===== src/rtl/prio_arb.sv =====
// prio_arb: registered N-way priority arbiter with valid/ready grant handshake.
//
// Samples the request vector, picks one winner and holds it stable until the
// consumer accepts it. On accept with requests still pending it re-arbitrates
// in the same edge, so grants can issue back to back.
//
// Build option:
//   PRIO_ARB_RR_EN  defined   -> round-robin; the last accepted requester
//                                gets the lowest priority.
//                   undefined -> fixed priority, highest index wins.
//
// Parameters:
//   N  number of requesters (>= 2)
//   W  width of the grant index
//
// Ports:
//   clk         rising-edge clock
//   rst         asynchronous active-high reset
//   req         request vector, bit i = requester i
//   gnt_ready   consumer accepts the presented grant
//   gnt_valid   a grant is presented
//   gnt_idx     binary index of the granted requester
//   gnt_onehot  one-hot form of gnt_idx, zero while gnt_valid = 0
module prio_arb #(
    parameter int unsigned N = 4,
    parameter int unsigned W = $clog2(N)
) (
    input  logic         clk,
    input  logic         rst,
    input  logic [N-1:0] req,
    input  logic         gnt_ready,
    output logic         gnt_valid,
    output logic [W-1:0] gnt_idx,
    output logic [N-1:0] gnt_onehot
);

    typedef enum logic [0:0] {StIdle, StGrant} state_e;

    state_e       state_q, state_d;
    logic [W-1:0] idx_q, idx_d;
    logic [N-1:0] oh_q, oh_d;
    logic [W-1:0] win_idx;
    logic         any_req;

    assign any_req = |req;

`ifdef PRIO_ARB_RR_EN
    logic [W-1:0] ptr_q, ptr_d;
    logic [W-1:0] base;

    // On an accept the grant being retired is the new "last served" entry,
    // so search from it directly rather than from the stale pointer.
    assign base = (state_q == StGrant) ? idx_q : ptr_q;

    // Search base-1, base-2, ... (mod N), ending with base itself.
    always_comb begin
        logic found;
        int unsigned pos;
        found   = 1'b0;
        pos     = 0;
        win_idx = '0;
        for (int unsigned k = 1; k <= N; k++) begin
            pos = (32'(base) + N - k) % N;
            if (!found && req[pos]) begin
                win_idx = W'(pos);
                found   = 1'b1;
            end
        end
    end

    always_comb begin
        ptr_d = ptr_q;
        if (state_q == StGrant && gnt_ready) begin
            ptr_d = idx_q;
        end
    end

    always_ff @(posedge clk or posedge rst) begin
        if (rst) begin
            ptr_q <= '0;
        end else begin
            ptr_q <= ptr_d;
        end
    end
`else
    // Later (higher) indices overwrite earlier ones: highest index wins.
    always_comb begin
        win_idx = '0;
        for (int unsigned i = 0; i < N; i++) begin
            if (req[i]) begin
                win_idx = W'(i);
            end
        end
    end
`endif

    always_comb begin
        state_d = state_q;
        idx_d   = idx_q;
        oh_d    = oh_q;
        unique case (state_q)
            StIdle: begin
                if (any_req) begin
                    state_d       = StGrant;
                    idx_d         = win_idx;
                    oh_d          = '0;
                    oh_d[win_idx] = 1'b1;
                end
            end
            StGrant: begin
                // Without ready the grant is frozen regardless of req.
                if (gnt_ready) begin
                    if (any_req) begin
                        idx_d         = win_idx;
                        oh_d          = '0;
                        oh_d[win_idx] = 1'b1;
                    end else begin
                        state_d = StIdle;
                        idx_d   = '0;
                        oh_d    = '0;
                    end
                end
            end
            default: begin
                state_d = StIdle;
                idx_d   = '0;
                oh_d    = '0;
            end
        endcase
    end

    always_ff @(posedge clk or posedge rst) begin
        if (rst) begin
            state_q <= StIdle;
            idx_q   <= '0;
            oh_q    <= '0;
        end else begin
            state_q <= state_d;
            idx_q   <= idx_d;
            oh_q    <= oh_d;
        end
    end

    assign gnt_valid  = (state_q == StGrant);
    assign gnt_idx    = idx_q;
    assign gnt_onehot = oh_q;

endmodule


===== config.mk =====
export PLATFORM = sky130hd
export DESIGN_NAME = prio_arb
export DESIGN_NICKNAME = d
export VERILOG_FILES = /design/src/rtl/prio_arb.sv
export SDC_FILE = /design/constraint.sdc
export NUM_CORES = 1
export LEC_CHECK = 0
export BUFFER_PORTS_ARGS = -buffer_cell sky130_fd_sc_hd__buf_2
export CORE_AREA = 2 2 39 41
export DETAILED_ROUTE_END_ITERATION = 6
export DIE_AREA = 0 0 41 43
export PLACE_DENSITY = 0.51
export SETUP_SLACK_MARGIN = 0.5
export SYNTH_ARGS = -nofsm -noshare
export SYNTH_HDL_FRONTEND = slang
export SYNTH_SLANG_ARGS = --single-unit

===== constraint.sdc =====
create_clock -name clk -period 2.1 [get_ports clk]
set_input_delay 0.105 -clock clk [delete_from_list [all_inputs] [get_ports clk]]
set_output_delay 0.105 -clock clk [all_outputs]
set_load 0.005 [all_outputs]

== After elaboration in Yosys (flattened, before gate mapping) ==
Cells that the tools add are included.

* Input port bits: 7
* Output and inout port bits: 7
* Logic and storage cells: 27
* Register bits: 7

* Reduce and logical (&&, ||, !) cells: 3
* Bitwise logic cells: 1
* Equality and inequality tests: 2
* Mux-type cells: 16
* Magnitude comparators: 2

{| class="wikitable"
|+ Operators by type and width
! operator !! count
|-
| two-way mux 4 bit || 3
|-
| two-way mux 2 bit || 5
|-
| case mux 4 bit (2 select lines) || 1
|-
| two-way mux 1 bit || 4
|-
| != test 2 bit (second input constant) || 2
|-
| case mux 2 bit (2 select lines) || 1
|-
| OR reduction 4 bit || 1
|-
| less-than comparator 2 x 3 -> 1 bit (second input constant) || 1
|-
| demux 1 bit (select 2 bit) || 1
|-
| >= comparator 2 x 1 -> 1 bit (second input constant) || 1
|-
| case mux 1 bit (2 select lines) || 1
|-
| AND reduction 2 bit || 1
|-
| logical AND 1 bit || 1
|-
| inverter 1 bit || 1
|}

== Depth between registers and ports, before layout ==
* Depth in word-level cells: 10
* Mapped depth: 4
* Mapped depth without buffers: 3

== Worst setup path after synthesis ==
OpenSTA, ideal clock, no wires.

* Path type: reg2reg
* Start point: register state_q, in the netlist gnt_valid
* End point: register oh_q[3], in the netlist gnt_onehot[3]
* Setup slack: 0.989 ns
* Cell stages (with the launch flop): 5
* Arrival: 0.990 ns
* Required time: 1.979 ns
* Clock period less this slack: 1.111 ns
* Path through: dfrtp_1 nor2b_4 buf_6 a21o_1 a22o_1

* Cells in the longest elaborated chain, start to end: 3
* Elaborated cells on any way between the ends: 5
* Classes of those cells: eq/ne: 2; mux: 1; bitwise: 1; reduce/logical: 1

{| class="wikitable"
|+ Ends and longest elaborated chain
! what !! line !! text
|-
| start, declared || 39 || <nowiki>state_e state_q, state_d;</nowiki>
|-
| start signal, assigned || 134 || <nowiki>state_q <= StIdle;</nowiki>
|-
| start signal, assigned || 138 || <nowiki>state_q <= state_d;</nowiki>
|-
| inverter 1 bit || - ||
|-
| != test 2 bit (no line) || - ||
|-
| AND reduction 2 bit (no line) || - ||
|-
| end signal, assigned || 140 || <nowiki>oh_q <= oh_d;</nowiki>
|-
| end, declared || 41 || <nowiki>logic [N-1:0] oh_q, oh_d;</nowiki>
|}

Several ways; a longest one is shown, not always the timed one.
A chain may end at the register's enable or synchronous reset.

== Worst setup path in the final report ==
* Start point: register state_q, in the netlist gnt_valid
* End point: register oh_q[2], in the netlist gnt_onehot[2]

Same word-level chain as after synthesis.

==> out/results.ini <==
[status]
status=finished, final reports clean

[run]
drv_cap=0

[clocking]
cts_setup_buffers=0
numCtsBuffers=3
clock_path_buffers=2
cts_root_buf=clkbuf_4
h-tree-depth=1
cts-resized-gates=0
clkLatencyLatePin_ns=0.25
clk_pin_slew_worst_paths_ns=0.05
tritoncts=built
cts_sinks=7

[die]
die-area_um2=1760
num_io_pins=14
die_h_um=43
die_w_um=41
row_count=14
start_util_pct=25.6
coreArea_um2=1380

[power_and_ir_drop]
power.switching_uw=77.7
pwr_density_cell_nw_per_um2=685
p_sw_share_pct=24.4
seqPwrFrac_pct=47.3
pwr-share-comb_pct=15.1
clkPwrFrac_pct=37.6
irDropWorstVdd_v=0.000434
intPower_uw=240
power_leakage_nw=0.229

[sta]
period_share_pct=53.9
relSlewSlack_pct=78.9
holdWs_ns=0.116
fin_worst_skew_ns=0.00221
rsz0062_at_grt=no
period_needed_ns=1.13
hold_viol=0
setup_viol=0
fmax_ghz=0.884
worst_pin_slew_ns=0.314
slew_violations=0
setup-tns-final_ns=0

[drt]
avgViaCountPerCell=4.51
detail-route-antenna-nets=0
wl_um=745
drtIter0Drc=7
vias=302
wire_per_inst_um=11.1
first_pass_iters=3
remaining_drc_errors=0

[global_routing]
grt_use_total_pct=12.1
antenna_found_initial=0
grt_pass1_vias=304
grt_max_degree=9
grt_overflow_total=0
top_usage_layer=met1
grtUsageMet1_pct=16.6
grt_pass1_wl_um=1360
gr-usage-met3_pct=10.5
use_met2_pct=13.4

[synth]
synth_seq_cells=7
avgSynthCellArea_um2=10.4
syn_inst=34
synth_area_um2=354
syn_nets=41
yosysSeqAreaShare_pct=49.5
ys_types=18
yosysWarningCount=0

[finish]
diodes=0
fin_nets=59
syn_to_final_growth_pct=31.1
drive_gt1_share_pct=39.2
final_cell_mix=buf_2 (13), dfrtp_1 (7), o21ai_0 (5)
final_common_cell=buf_2

[place]
place_congestion=0.771
place_hpwl_um=582
numPortBuffers=13

[critical_path]
worstSetupStartpointType=register
criticalPathCategory=register to register
endpoint_kind=register
arrival_ns=1.29
cp.required_ns=2.26
worst-path-max-fanout=7
rrSetupSlack_ns=0.97

[min_path]
hp-class=input pin to register

[Yosys cell counts, drive strengths merged]
| cell type | count | area share, % |
|---|---|---|
| o21ai | 5 | 7.1 |
| a32oi | 1 | 2.5 |
| nor2 | 1 | 1.1 |
| nand2 | 2 | 2.1 |
| a21oi | 2 | 2.8 |
| nand2b | 1 | 1.8 |
| or2 | 1 | 2.5 |
| o31ai | 2 | 5.7 |
| a22o | 2 | 4.9 |
| a21o | 1 | 2.1 |
| inv | 3 | 3.2 |
| nor3 | 3 | 5.7 |
| dfrtp | 7 | 49 |
| nor2b | 1 | 3.9 |
| buf | 1 | 3.2 |
| a22oi | 1 | 2.1 |
[layer usage]
metal | vias to the layer above | wire length, µm
met5 | - | 0
li1 | 158 | -
met1 | 131 | 353
met4 | 0 | 10
met3 | 2 | 78
met2 | 11 | 303
[kinds of logic (layout without fill, tap and decap cells)]
logic type | after synthesis | in the layout | share of synthesized area [%]
AO/OA/AOI/OAI | 14 | 14 | 27.2
AND/OR/NAND/NOR | 9 | 9 | 17.0
flip-flops | 7 | 7 | 49.5
buffers and inverters | 4 | 21 | 6.36
[flip-flops by register name, summed over array words and instances (netlist names)]
name        flops
gnt_idx         2
gnt_valid       1
gnt_onehot      4
[worst max-delay path: stages, from the launching register on]
cell and delay [ns]:
dfrtp_1 0.44, nor3_1 0.33, a22oi_1 0.10, o21ai_0 0.17
[per-stage QoR]
step                      std cells  utilization, %  setup slack, ns  cell area [µm²]  total power, mW
after global routing             67            33.5            0.845              464            0.344
after floorplan                  34               -            0.989              354            0.178
after CTS                        67            33.5            0.956              464            0.326
after detailed placement         62            30.9            0.967              428            0.200
after global placement           62            30.9             1.03              428            0.201
final                            67            33.5            0.969              464            0.318
[power groups by stage]
| stage | Clock, mW | Sequential (mW) | Combinational [mW] |
|---|---|---|---|
| 3_3_place_gp | 0 | 0.153 | 0.0484 |
| 5_1_grt | 0.136 | 0.152 | 0.0557 |
| 3_5_place_dp | 0 | 0.153 | 0.0471 |
| 2_1_floorplan | 0 | 0.153 | 0.0246 |
| 6_report | 0.120 | 0.150 | 0.0481 |
| 4_1_cts | 0.127 | 0.151 | 0.0487 |
[timing repair]
action,4_1_cts,5_1_grt
hold buffers,1,0
endpoints found under the hold margin,7,0
setup endpoints to repair,0,0
[worst paths after layout]
path / start / to / depth (start not counted)
worst max-delay path: gnt_valid / gnt_onehot[2] / 3
worst min-delay path: req[0] / gnt_valid / 3
worst max register to register: gnt_valid / gnt_onehot[2] / 3
worst min register to register: gnt_onehot[3] / gnt_onehot[3] / 1
max in group asynchronous: rst / gnt_onehot[3] / 3
min in group asynchronous: rst / gnt_onehot[0] / 3
[area by class of cell]
class | count | area (µm²)
sequential | 7 | 175
fill | 150 | 920
tap | 16 | 20.0
inverter | 3 | 11.3
clock buffer | 4 | 26.3
multi-input combinational | 23 | 156
timing repair buffer | 14 | 75.1
Note: power is estimated with default switching activity, not from simulation.
